### config.mk
export PLATFORM = sky130hd
export DESIGN_NAME = pipeline_stage_elastic_flat
export DESIGN_NICKNAME = d
export VERILOG_FILES = /design/src/rtl/pipeline_stage_elastic_if.sv /design/src/rtl/pipeline_stage_elastic.sv /design/src/flat_wrapper.sv
export SDC_FILE = /design/constraint.sdc
export NUM_CORES = 1
export LEC_CHECK = 0
export BUFFER_PORTS_ARGS = -buffer_cell sky130_fd_sc_hd__buf_2
export CORE_ASPECT_RATIO = 0.5
export CORE_MARGIN = 4
export CORE_UTILIZATION = 49
export CTS_BUF_LIST = sky130_fd_sc_hd__clkbuf_2
export CTS_CLUSTER_DIAMETER = 40
export CTS_CLUSTER_SIZE = 28
export DETAILED_ROUTE_END_ITERATION = 10
export GPL_TIMING_DRIVEN = 0
export PLACE_DENSITY = 0.76
export SLEW_MARGIN = 40
export SYNTH_ARGS = -nofsm -noshare
export SYNTH_HDL_FRONTEND = slang
export SYNTH_SLANG_ARGS = --single-unit
### constraint.sdc
create_clock -name clk -period 1.65 [get_ports clk]
set_input_delay 0.4125 -clock clk [delete_from_list [all_inputs] [get_ports clk]]
set_output_delay 0.4125 -clock clk [all_outputs]
set_load 0.05 [all_outputs]
### src/rtl/pipeline_stage_elastic_if.sv
// Valid/ready/data handshake bundle used on both sides of pipeline_stage_elastic.
// The master drives valid and data, the slave drives ready.
interface pipeline_stage_elastic_if #(
    parameter int DATA_WIDTH = 32
);
    logic                  valid;
    logic                  ready;
    logic [DATA_WIDTH-1:0] data;

    modport master (output valid, input ready, output data);
    modport slave  (input valid, output ready, input data);
endinterface

### src/rtl/pipeline_stage_elastic.sv
// Two-entry elastic (skid-buffer) pipeline stage: one beat per cycle, registered in_ready,
// synchronous flush and asynchronous reset both load RESET_VALUE into the data registers.
module pipeline_stage_elastic #(
    parameter int                    DATA_WIDTH  = 32,
    parameter logic [DATA_WIDTH-1:0] RESET_VALUE = '0
) (
    input  logic                     clk,
    input  logic                     reset_n,
    input  logic                     flush,
    pipeline_stage_elastic_if.slave  upstream,
    pipeline_stage_elastic_if.master downstream,
    output logic [1:0]               occupancy
);

    typedef enum logic [1:0] {
        EMPTY = 2'd0,
        ONE   = 2'd1,
        TWO   = 2'd2
    } state_t;

    state_t                state_r;
    state_t                next_state_s;
    logic [DATA_WIDTH-1:0] main_r;
    logic [DATA_WIDTH-1:0] skid_r;
    logic                  in_ready_r;
    logic                  out_valid_r;
    logic                  in_fire_s;
    logic                  out_fire_s;
    logic                  flush_pending_s;

    // Reserved hook for a deferred flush; tied off so it never blocks acceptance.
    assign flush_pending_s = 1'b0;

    assign in_fire_s  = upstream.valid & in_ready_r;
    assign out_fire_s = out_valid_r & downstream.ready;

    assign upstream.ready   = in_ready_r;
    assign downstream.valid = out_valid_r;
    assign downstream.data  = main_r;
    assign occupancy        = state_r;

    // Next-state decode; in_ready is registered from this so out_ready never reaches it combinationally.
    always_comb begin
        next_state_s = state_r;
        if (flush) begin
            next_state_s = EMPTY;
        end else begin
            case (state_r)
                EMPTY: begin
                    if (in_fire_s) next_state_s = ONE;
                    else           next_state_s = EMPTY;
                end
                ONE: begin
                    if (in_fire_s && !out_fire_s)      next_state_s = TWO;
                    else if (!in_fire_s && out_fire_s) next_state_s = EMPTY;
                    else                               next_state_s = ONE;
                end
                TWO: begin
                    if (out_fire_s) next_state_s = ONE;
                    else            next_state_s = TWO;
                end
                default: next_state_s = EMPTY;
            endcase
        end
    end

    // State, payload registers and registered handshake outputs.
    always_ff @(posedge clk or negedge reset_n) begin
        if (!reset_n) begin
            state_r     <= EMPTY;
            main_r      <= RESET_VALUE;
            skid_r      <= RESET_VALUE;
            in_ready_r  <= 1'b0;
            out_valid_r <= 1'b0;
        end else begin
            if (flush) begin
                main_r <= RESET_VALUE;
                skid_r <= RESET_VALUE;
            end else begin
                case (state_r)
                    EMPTY: begin
                        if (in_fire_s) main_r <= upstream.data;
                    end
                    ONE: begin
                        if (in_fire_s && out_fire_s) main_r <= upstream.data;
                        else if (in_fire_s)          skid_r <= upstream.data;
                        else if (out_fire_s)         main_r <= RESET_VALUE;
                    end
                    TWO: begin
                        // Skid beat is older than anything upstream still holds, so it moves up first.
                        if (out_fire_s) begin
                            main_r <= skid_r;
                            skid_r <= RESET_VALUE;
                        end
                    end
                    default: begin
                        main_r <= RESET_VALUE;
                        skid_r <= RESET_VALUE;
                    end
                endcase
            end
            state_r     <= next_state_s;
            in_ready_r  <= (next_state_s != TWO) && !flush_pending_s;
            out_valid_r <= (next_state_s != EMPTY);
        end
    end

endmodule

### src/flat_wrapper.sv
// flat-port wrapper written by rule: the top's interface ports become plain ports
module pipeline_stage_elastic_flat 
#(
    parameter int                    DATA_WIDTH  = 32,
    parameter logic [DATA_WIDTH-1:0] RESET_VALUE = '0
)
  (clk, reset_n, flush, occupancy, upstream_valid, upstream_ready, upstream_data, downstream_valid, downstream_ready, downstream_data);
  pipeline_stage_elastic_if #(.DATA_WIDTH(DATA_WIDTH)) upstream_i ();
  pipeline_stage_elastic_if #(.DATA_WIDTH(DATA_WIDTH)) downstream_i ();
  input  logic clk;
  input  logic reset_n;
  input  logic flush;
  output logic [1:0] occupancy;
  input wire logic [$bits(upstream_i.valid)-1:0] upstream_valid;
  output wire logic [$bits(upstream_i.ready)-1:0] upstream_ready;
  input wire logic [$bits(upstream_i.data)-1:0] upstream_data;
  output wire logic [$bits(downstream_i.valid)-1:0] downstream_valid;
  input wire logic [$bits(downstream_i.ready)-1:0] downstream_ready;
  output wire logic [$bits(downstream_i.data)-1:0] downstream_data;
  assign upstream_i.valid = upstream_valid;
  assign upstream_ready = upstream_i.ready;
  assign upstream_i.data = upstream_data;
  assign downstream_valid = downstream_i.valid;
  assign downstream_i.ready = downstream_ready;
  assign downstream_data = downstream_i.data;
  pipeline_stage_elastic #(.DATA_WIDTH(DATA_WIDTH), .RESET_VALUE(RESET_VALUE)) u_core (.clk(clk), .reset_n(reset_n), .flush(flush), .upstream(upstream_i), .downstream(downstream_i), .occupancy(occupancy));
endmodule
==> results of run 1 <==
routing by layer:
layer	vias to the layer above	part of all wire, %	routed length [microns]
met2	57	48	3460
li1	1225	-	-
met4	0	1.4	98
met1	1232	46	3310
met3	13	5.0	358
met5	-	0	0
Yosys cell counts (all sizes together):
cell type and instances:
mux2i 32, and4b 1, inv 36, nor3 1
nand3b 1, ha 1, o211a 1, nor2b 1
a21oi 5, nand4 1, nand2 68, buf 21
nand4b 1, nand4bb 1, and3 1, o2111a 1
and2 1, dfrtp 68, o21ai 35, a22oi 32
placed cells by master (no fill, tap or decap), types with 2 or more instances in the layout:
| cell | count |
|---|---|
| nand2_2 | 3 |
| buf_6 | 5 |
| nand2_1 | 65 |
| clkinv_1 | 2 |
| buf_2 | 57 |
| a21oi_2 | 4 |
| clkbuf_2 | 10 |
| inv_1 | 34 |
| buf_8 | 2 |
| o21ai_4 | 2 |
| buf_4 | 18 |
| mux2i_1 | 32 |
| inv_2 | 2 |
| clkinv_2 | 2 |
| dfrtp_2 | 4 |
| clkbuf_4 | 17 |
| o21ai_2 | 30 |
| buf_12 | 4 |
| dfrtp_1 | 64 |
| o21ai_1 | 2 |
| a22oi_1 | 32 |
layout make-up:
class	instances	area (sq um)	area share [%]
clock inverter	6	55.1	1.35
sequential	68	1710	41.9
timing repair buffer	83	531	13.0
tap	88	110	2.70
inverter	36	135	3.31
multi-input combinational	184	1300	31.8
buffer	21	194	4.76
clock buffer	10	50.0	1.23
report_power, final:
part           switching (mW)  internal (mW)  leakage, nW
clock network           0.587          0.341       0.0668
logic                   0.746          0.405         1.08
registers              0.0763           1.79        0.919
flip-flops by register name (all words and copies together), names as in the netlist:
register	cells
u_core.upstream.ready	1
u_core.occupancy	2
u_core.skid_r	32
u_core.downstream.data	32
u_core.downstream.valid	1
metrics by stage:
| stage | TNS (ns) | util (%) | hold slack (ns) |
|---|---|---|---|
| final | 0 | 64.9 | 0.126 |
| after global routing | -2.00 | 64.9 | 0.0571 |
| after CTS | -0.0735 | 62.8 | 0.0906 |
| after detailed placement | -3.21 | 60.3 | 0.336 |
| after global placement | -7.45 | 60.0 | 0.456 |
| after floorplan | -0.990 | - | 0.117 |
how the worst max path moves through the flow:
stage,end,depth (start not counted),slack [ns]
5_1_grt,u_core.downstream.data[5],7,-0.1
3_3_place_gp,u_core.upstream.ready,1,-0.17
6_report,u_core.downstream.data[19],7,0.006
4_1_cts,u_core.downstream.data[6],7,-0.02
3_5_place_dp,u_core.downstream.data[6],8,-0.12
2_1_floorplan,u_core.downstream.data[0],7,-0.03
critical path, stage by stage (launching register included):
cell and delay (ns):
dfrtp_2 0.44, and2_4 0.17, ha_4 0.15, nand4b_1 0.22
a21oi_2 0.22, o21ai_4 0.10, buf_6 0.17, o21ai_2 0.11
cells by family after synthesis:
group	share of synthesized area [%]
adder cells (fa/ha/maj)	0.382
flip-flops	51.9
AO/OA/AOI/OAI	18.4
multiplexers	9.78
AND/OR/NAND/NOR	10.2
buffers and inverters	9.36
timing repair:
action	CTS	global route
setup endpoints to repair	33	56
resized for setup	11	33
endpoints found under the hold margin	23	0
setup buffers	1	8
hold buffers	1	0
cloned	0	0
pin swaps	1	2
==> results.rst, run 1 <==
.. list-table::
   :header-rows: 1

   * - Metric
     - Value
   * - Max-slew violations
     - 0
   * - Clock tree from TritonCTS
     - yes
   * - I/O pin count
     - 73
   * - Final setup margin
     - 0.00629 ns
   * - Run status
     - finished, final reports clean
   * - Worst ir drop on vdd
     - 486 uV
   * - Violation count after the first detailed-routing iteration
     - 171
   * - Total standard cell area after synthesis
     - 0.00328 sq mm
   * - Number of filler cells placed in the layout
     - 528
   * - Synth area leader
     - dfrtp_1
   * - Startpoint type of the worst setup path
     - register
   * - Post-layout min period
     - 1.64 ns
   * - Worst slew margin relative to its limit
     - 74.5%
   * - IO buf count
     - 72
   * - Part of the cycle the worst path needs
     - 99.6%
   * - Global-route track usage on met1
     - 25.1%
   * - Global-route wire length before repair
     - 12.2 mm
   * - Clock Path Buffers
     - 2
   * - Setup WS pre-CTS
     - -0.116 ns
   * - Clock Skew
     - 0.0184 ns
   * - Wire length reported by the detailed router
     - 7.23 mm
   * - Sum of internal, switching and leakage power
     - 3.95 mW
   * - GRT overflow
     - 0
   * - Post-synthesis sequential element count
     - 68
   * - Post-synthesis net count
     - 347
   * - Total die area
     - 0.00814 sq mm
   * - Top post-synthesis cells by area
     - dfrtp_1 52%, mux2i_1 9.8%, o21ai_2 8.3%
   * - Root buffer cell
     - clkbuf_2
   * - Setup repair after global routing missed its margin
     - true
   * - Later-pin clock latency in the skew report
     - 0.51 ns
   * - Endpoint required time on the critical path
     - 2.09 ns
   * - GRT Max-Usage Layer
     - met2
   * - Site Rows
     - 20
   * - Min-delay src
     - upstream_data[23]
   * - Global-route total usage across every layer
     - 19.6%
   * - Antenna violation net count after detailed routing
     - 0
   * - Worst setup path category
     - register to register
   * - Register-to-register setup slack
     - 0.006 ns
   * - Slew at the pin closest to its max-slew limit
     - 0.379 ns
   * - Clock transition at the registers of the reported paths
     - 0.19 ns
   * - Average routed wire per standard cell
     - 14.6 microns
   * - Area inside the core boundary
     - 0.00628 sq mm
   * - Number of unique standard cell types used by synthesis
     - 29
   * - Starting density of the core
     - 52.2%
   * - CTS buffer count
     - 9
   * - Max_cap viols
     - 0
   * - Post-DP HPWL
     - 5.23 mm
   * - H-Tree Level Count
     - 3
   * - DIE WIDTH
     - 124 microns
   * - Number of cells on the worst reg-to-reg path
     - 7
   * - Placement-stage cell area
     - 0.00379 sq mm
   * - Met2 global-route usage
     - 32.3%
   * - Leakage
     - 2.07 nW
   * - Final instance area
     - 0.00408 sq mm
   * - Capture endpoint of the worst hold path
     - u_core.skid_r[23]
   * - HP Class
     - primary input to register
   * - Vias in the first global route
     - 2597
   * - Area share of the largest cell type after synthesis
     - 51.9%
   * - Maximum fanout count along the critical path
     - 10
   * - Average cell area after synthesis
     - 10.6 sq um
   * - Number of cells after detailed placement
     - 470
   * - Antenna Cells
     - 0
   * - Met3 demand-to-capacity share in global routing
     - 5.98%
   * - Reg-to-reg startpoint
     - u_core.upstream.ready
   * - Post-route DRC
     - 0
   * - Achievable clock frequency
     - 0.608 GHz
   * - P&R area growth vs syn
     - 24.5%
   * - Synth Warn #
     - 0
   * - Worst setup EP type
     - register
   * - Non-filler cells in the finished layout
     - 496
   * - Power density of the placed cells
     - 968 mW/mm^2
   * - Fraction of final layout cells sized beyond drive strength 1
     - 40.7%
   * - Worst r2r dst
     - u_core.downstream.data[19]
   * - Final Hold Viols
     - 0
   * - Routability-driven placement congestion ratio
     - 0.910
   * - Nets
     - 441
   * - Number of vias in the routed layout
     - 2527
   * - Cells on Worst Hold Path
     - 3
   * - Crit. Startpoint
     - u_core.upstream.ready
   * - Post-synthesis sequential area ratio
     - 51.9%
   * - Via density per instance
     - 5.09
   * - Number of antenna violations at the first check in global routing
     - 0
   * - Largest net degree at the start of global routing
     - 46
   * - Count of final setup violators
     - 0
   * - Worst Path Arrival
     - 2.08 ns
   * - TritonCTS sink count
     - 68
   * - Height of the chip
     - 65.8 microns
   * - Number of iterations in the first detailed-routing pass
     - 4
   * - Post-Synthesis Cells
     - 309
(Power assumes the default switching activity.)
==> run 2: changes to the inputs <==
BUFFER_PORTS_ARGS = unset   (was -buffer_cell sky130_fd_sc_hd__buf_2)
DONT_BUFFER_PORTS = 1   (was unset)
PLACE_DENSITY = 0.66   (was 0.76)
==> results.rst, run 2 (same netlist as run 1, synthesis figures left out) <==
.. list-table::
   :header-rows: 1

   * - Metric
     - Value
   * - Height of the chip
     - 65.8 microns (unchanged)
   * - Part of the power in registers
     - 54.7% (+7.3 points)
   * - Final setup margin
     - -0.149 ns (-0.155 ns)
   * - Final Hold Viols
     - 68 (+68)
   * - Achievable clock frequency
     - 0.556 GHz (-8.6%)
   * - HP Class
     - primary input to asynchronous set/reset pin
   * - Vias in the first global route
     - 2660 (+2.4%)
   * - Reg-to-reg startpoint
     - u_core.upstream.ready
   * - Worst slew margin relative to its limit
     - 66.8% (-7.7 points)
   * - Wl on met1
     - 3.45 mm (+4.1%)
   * - Part of the cycle the worst path needs
     - 109% (+9.4 points)
   * - Post-layout min period
     - 1.80 ns (+0.155 ns)
   * - Violation count after the first detailed-routing iteration
     - 182 (+6.4%)
   * - Setup repair after global routing missed its margin
     - true
   * - Clock tree from TritonCTS
     - yes
   * - Post-DP HPWL
     - 4.91 mm (-6.2%)
   * - Placement-stage cell area
     - 0.00341 sq mm (-10%)
   * - Worst ir drop on vdd
     - 590 uV (+21%)
   * - DR WL met3
     - 605 microns (+69%)
   * - GRT overflow
     - 0 (unchanged)
   * - Clock transition at the registers of the reported paths
     - 0.20 ns (about the same)
   * - Max_cap viols
     - 0 (unchanged)
   * - Violations in the final reports
     - hold timing, setup timing
   * - Total met2 wirelength after detailed routing
     - 3.62 mm (+4.7%)
   * - Nets
     - 397 (-10%)
   * - Worst hold margin
     - -0.428 ns (-0.554 ns)
   * - Number of antenna violations at the first check in global routing
     - 0 (unchanged)
   * - Later-pin clock latency in the skew report
     - 0.50 ns (about the same)
   * - Finished Core Util
     - 64.3% (-0.60 points)
   * - Slew at the pin closest to its max-slew limit
     - 0.498 ns (+0.119 ns)
   * - Share of total power in the clock network
     - 27.0% (+3.5 points)
   * - CTS buffer count
     - 9 (unchanged)
   * - Via density per instance
     - 5.32 (+4.4%)
   * - Part of the total power dissipated in combinational logic
     - 18.4% (-11 points)
   * - Endpoint required time on the critical path
     - 2.04 ns (-0.05 ns)
   * - TritonCTS sink count
     - 68 (unchanged)
   * - Fraction of final layout cells sized beyond drive strength 1
     - 32.7% (-8.0 points)
   * - Antenna violation net count after detailed routing
     - 0 (unchanged)
   * - I/O pin count
     - 73 (unchanged)
   * - Leakage
     - 1.85 nW (-11%)
   * - Switch Pwr
     - 1.36 mW (-3.2%)
   * - Average routed wire per standard cell
     - 17.1 microns (+18%)
   * - Total negative slack
     - -6.05 ns (-6.05 ns)
   * - Root buffer cell
     - clkbuf_2
   * - Antenna Cells
     - 0 (unchanged)
   * - Maximum fanout count along the critical path
     - 10 (unchanged)
   * - Worst setup EP type
     - register
   * - Switching part of the total
     - 34.0% (-1.7 points)
   * - Post-route DRC
     - 0 (unchanged)
   * - Count of final setup violators
     - 61 (+61)
   * - Clock Path Buffers
     - 2 (unchanged)
   * - DIE WIDTH
     - 124 microns (unchanged)
   * - Highest metal layer with signal wires
     - met4
   * - Area inside the core boundary
     - 0.00628 sq mm (unchanged)
   * - P&R area growth vs syn
     - 23.3%
   * - Power density of the placed cells
     - 994 mW/mm^2 (+2.7%)
   * - Starting density of the core
     - 52.2% (unchanged)
   * - Global-route total usage across every layer
     - 20.6% (+1.0 points)
   * - IO buf count
     - 0 (-100%)
   * - Commonest non-fill, non-tap cell in the layout
     - nand2_1
   * - Number of iterations in the first detailed-routing pass
     - 4 (unchanged)
   * - Crit. Startpoint
     - u_core.upstream.ready
   * - Number of vias in the routed layout
     - 2405 (-4.8%)
   * - Max-slew violations
     - 0 (unchanged)
   * - Global-route wire length before repair
     - 12.7 mm (+4.8%)
   * - Wire length reported by the detailed router
     - 7.75 mm (+7.2%)
   * - Commonest cells after routing, fill and taps aside
     - 67 x nand2_1, 38 x dfrtp_1, 34 x inv_1
   * - Run status
     - complete, but fails checks
   * - Number of filler cells placed in the layout
     - 509 (-3.6%)
   * - Worst Path Arrival
     - 2.19 ns (+0.11 ns)
   * - Clock Skew
     - 0.0234 ns (+0.00497 ns)
   * - Final instance area
     - 0.00404 sq mm (-0.92%)
   * - Startpoint type of the worst setup path
     - register
   * - Routability-driven placement congestion ratio
     - 0.836 (-8.2%)
   * - Site Rows
     - 20 (unchanged)
   * - Largest net degree at the start of global routing
     - 69 (+50%)
   * - Cell internal pwr
     - 2.65 mW (+4.5%)
   * - Hold_buf cts
     - 32 (+31)
   * - Worst setup path category
     - register to register
   * - H-Tree Level Count
     - 3 (unchanged)
   * - Total die area
     - 0.00814 sq mm (unchanged)
## run 2: worst paths after layout
check,endpoint,slack (ns),cells past startpoint
hold reg to reg,u_core.skid_r[14],0.53,2
hold / removal,u_core.downstream.data[4],-0.43,0
max in group asynchronous,u_core.downstream.data[13],1.93,0
setup reg to reg,u_core.downstream.data[21],-0.15,7
setup / recovery,u_core.downstream.data[21],-0.15,7
min in group clk,u_core.downstream.data[4],0.11,2
## run 2: timing repair
item                                    in CTS  in global routing
resized for setup                           32                 12
pin swaps                                    4                  2
endpoints found under the hold margin      100                 68
endpoints found under the setup margin      90                 76
setup buffers                                5                  2
cloned                                       2                  1
## run 2: per-stage QoR
| step | worst slack (ns) | std cells | power [mW] |
|---|---|---|---|
| after floorplan | -0.0330 | 309 | 2.67 |
| after global placement | -0.164 | 397 | 2.78 |
| after detailed placement | -0.219 | 397 | 2.81 |
| after CTS | -0.167 | 452 | 4.05 |
| after global routing | -0.229 | 452 | 4.22 |
| final | -0.149 | 452 | 4.02 |
## run 2: worst max-delay path, stage by stage (launching register included)
cell and delay [ns]:
dfrtp_2 0.60, and2_4 0.24, ha_4 0.12, nand4b_1 0.13
a21oi_2 0.08, o21ai_4 0.25, buf_6 0.22, o21ai_2 0.06
## run 2: power by group through the flow
| stage | registers, mW | clock network, mW | logic (mW) |
|---|---|---|---|
| after CTS | 2.20 | 1.12 | 0.731 |
| after detailed placement | 2.22 | 0 | 0.591 |
| final | 2.20 | 1.08 | 0.738 |
| after global routing | 2.22 | 1.20 | 0.804 |
| after global placement | 2.21 | 0 | 0.568 |
| after floorplan | 2.19 | 0 | 0.485 |
## run 2: area by class of cell
cell class              count  area [sq um]  share of cell area, %
repair buffers             39           430                   10.7
multi-input cells         184          1310                   32.4
clock inverters             6          78.8                   1.95
well taps                  88           110                   2.73
clock buffers              10          50.0                   1.24
plain buffers              21           189                   4.68
inverters                  36           135                   3.34
flip-flops and latches     68          1740                   43.0
## run 2: per-layer routing
metal  up-vias  GRT usage [%]
met1      1184           26.7
met3         9           7.35
met4         0           7.03
met5         -              0
met2        74           32.3
li1       1138              -
==> run 3: changes to the inputs <==
CORE_UTILIZATION = 51   (was 49)
PLACE_DENSITY = 0.69   (was 0.66)
==> results.rst, run 3 (same netlist as run 1, synthesis figures left out) <==
.. list-table::
   :header-rows: 1

   * - Metric
     - Value
   * - Run status
     - complete, but fails checks
   * - Violations in the final reports
     - hold timing, setup timing
   * - Site Rows
     - 20 (unchanged)
   * - Final setup margin
     - -0.209 ns (-0.0599 ns)
   * - Post-layout min period
     - 1.86 ns (+0.0599 ns)
   * - Number of iterations in the first detailed-routing pass
     - 4 (unchanged)
   * - Post-DP HPWL
     - 4.82 mm (-1.7%)
   * - Power density of the placed cells
     - 925 mW/mm^2 (-6.9%)
   * - Maximum fanout count along the critical path
     - 10 (unchanged)
   * - Number of filler cells placed in the layout
     - 512 (+0.59%)
   * - Final Hold Viols
     - 68 (unchanged)
   * - I/O pin count
     - 73 (unchanged)
   * - Average routed wire per standard cell
     - 17.1 microns (-0.53%)
   * - Antenna Cells
     - 0 (unchanged)
   * - Cell-by-cell trace of the critical path
     - and2_4 -> ha_4 -> nand4b_1 -> a21oi_2 -> o21ai_4 -> buf_8 -> o21ai_2
   * - Highest metal layer with signal wires
     - met4
   * - Area inside the core boundary
     - 0.00616 sq mm (-2.0%)
   * - DR WL met3
     - 607 microns (+0.33%)
   * - Max-slew violations
     - 0 (unchanged)
   * - Number of vias in the routed layout
     - 2380 (-1.0%)
   * - Worst setup path category
     - register to register
   * - Routability-driven placement congestion ratio
     - 0.726 (-13%)
   * - Worst ir drop on vdd
     - 599 uV (+1.5%)
   * - Setup repair after global routing missed its margin
     - true
   * - H-Tree Level Count
     - 3 (unchanged)
   * - Non-filler cells in the finished layout
     - 451 (-0.22%)
   * - IO buf count
     - 0 (unchanged)
   * - Worst path max stage delay
     - 0.57 ns (-0.03 ns)
   * - Hold_buf cts
     - 32 (unchanged)
   * - Worst slew margin relative to its limit
     - 66.8% (about the same)
   * - HP Class
     - primary input to asynchronous set/reset pin
   * - Max stage delay cell, worst path
     - dfrtp_2
   * - Slew at the pin closest to its max-slew limit
     - 0.498 ns (-0.000238 ns)
   * - Area taken by multi-input logic gates
     - 0.00130 sq mm (-0.57%)
   * - P&R area growth vs syn
     - 21.8%
   * - CTS buffer count
     - 9 (unchanged)
   * - Total met2 wirelength after detailed routing
     - 3.68 mm (+1.8%)
   * - Setup WS pre-CTS
     - -0.208 ns (+0.0108 ns)
   * - Clock Path Buffers
     - 2 (unchanged)
   * - Buffers and inverters on the worst path
     - 1 (unchanged)
   * - DIE WIDTH
     - 121 microns (-1.9%)
   * - Fraction of final layout cells sized beyond drive strength 1
     - 32.2% (-0.46 points)
   * - Finished Core Util
     - 64.8% (+0.49 points)
   * - Starting density of the core
     - 53.2% (+1.1 points)
   * - Violation count after the first detailed-routing iteration
     - 125 (-31%)
   * - Max_cap viols
     - 0 (unchanged)
   * - Global-route total usage across every layer
     - 21.1% (+0.46 points)
   * - Sum of internal, switching and leakage power
     - 3.69 mW (-8.1%)
   * - Count of final setup violators
     - 54 (-11%)
   * - Startpoint type of the worst setup path
     - register
   * - Via density per instance
     - 5.28 (-0.82%)
   * - Nets
     - 397 (unchanged)
   * - Number of cells after detailed placement
     - 397 (unchanged)
   * - GRT overflow
     - 0 (unchanged)
   * - Worst Path Arrival
     - 2.31 ns (+0.12 ns)
   * - Wire length reported by the detailed router
     - 7.69 mm (-0.75%)
   * - Clock tree from TritonCTS
     - yes
   * - Root buffer cell
     - clkbuf_2
   * - Clock Skew
     - 0.0180 ns (-0.00544 ns)
   * - Antenna violation net count after detailed routing
     - 0 (unchanged)
   * - Total area of sequential cells
     - 0.00175 sq mm (+0.50%)
   * - Wl on met1
     - 3.31 mm (-4.1%)
   * - Part of the cycle the worst path needs
     - 113% (+3.6 points)
   * - Leakage
     - 1.81 nW (-2.0%)
   * - Total die area
     - 0.00785 sq mm (-3.6%)
   * - Commonest cells after routing, fill and taps aside
     - 67 x nand2_1, 35 x dfrtp_1, 34 x inv_1
   * - Commonest non-fill, non-tap cell in the layout
     - nand2_1
   * - Post-route DRC
     - 0 (unchanged)
   * - Clock transition at the registers of the reported paths
     - 0.18 ns (-0.02 ns)
   * - Worst setup EP type
     - register
   * - Vias in the first global route
     - 2550 (-4.1%)
   * - Worst hold margin
     - -0.455 ns (-0.0267 ns)
   * - Height of the chip
     - 64.7 microns (-1.7%)
   * - Later-pin clock latency in the skew report
     - 0.53 ns (+0.03 ns)
   * - Achievable clock frequency
     - 0.538 GHz (-3.2%)
   * - Largest net degree at the start of global routing
     - 69 (unchanged)
   * - Endpoint required time on the critical path
     - 2.10 ns (+0.06 ns)
   * - Top cell family by delay on the critical path
     - flip-flops
   * - TritonCTS sink count
     - 68 (unchanged)
   * - Number of antenna violations at the first check in global routing
     - 0 (unchanged)
   * - Global-route wire length before repair
     - 12.5 mm (-1.8%)
## run 3: worst paths after layout
| check | to | startpoint | cells after the start | slack (ns) |
|---|---|---|---|---|
| min reg2reg | u_core.skid_r[12] | u_core.skid_r[12] | 2 | 0.53 |
| max reg2reg | u_core.downstream.data[7] | u_core.upstream.ready | 7 | -0.21 |
| max | u_core.downstream.data[7] | u_core.upstream.ready | 7 | -0.21 |
| max in group asynchronous | u_core.downstream.data[19] | reset_n | 0 | 1.99 |
| min in group clk | u_core.downstream.data[30] | upstream_data[30] | 2 | 0.08 |
| min | u_core.downstream.data[23] | reset_n | 0 | -0.45 |
## run 3: through the flow
stage | TNS (ns) | hold WS (ns) | instance area (sq um)
after CTS | -6.89 | -0.509 | 3960
after floorplan | -0.990 | 0.117 | 3300
after global routing | -11.65 | -0.540 | 3990
final | -6.34 | -0.455 | 3990
after detailed placement | -7.39 | 0.118 | 3410
after global placement | -5.81 | 0.118 | 3410
## run 3: layer usage
| metal | vias to the layer above | GRT usage, % |
|---|---|---|
| met1 | 1160 | 25.3 |
| li1 | 1141 | - |
| met2 | 68 | 33.7 |
| met4 | 0 | 7.68 |
| met3 | 11 | 9.68 |
| met5 | - | 0 |
## run 3: power breakdown
group          switching [mW]  internal, mW  leakage (nW)  total, mW
Combinational           0.379         0.353         0.885      0.732
Clock                   0.574         0.188        0.0505      0.761
Sequential              0.391          1.81         0.874       2.20
## run 3: final cells by class
| cell class | count | area share (%) |
|---|---|---|
| tap | 88 | 2.76 |
| clock inverter | 4 | 0.470 |
| inverter | 36 | 3.39 |
| multi-input combinational | 184 | 32.6 |
| clock buffer | 11 | 1.38 |
| timing repair buffer | 39 | 10.8 |
| sequential | 68 | 43.8 |
| buffer | 21 | 4.86 |
## run 3: repair_timing
action | in CTS | in global routing
setup buffers | 4 | 2
resized for setup | 29 | 17
endpoints found under the setup margin | 88 | 82
endpoints found under the hold margin | 100 | 68
pin swaps | 4 | 3
cloned | 2 | 1
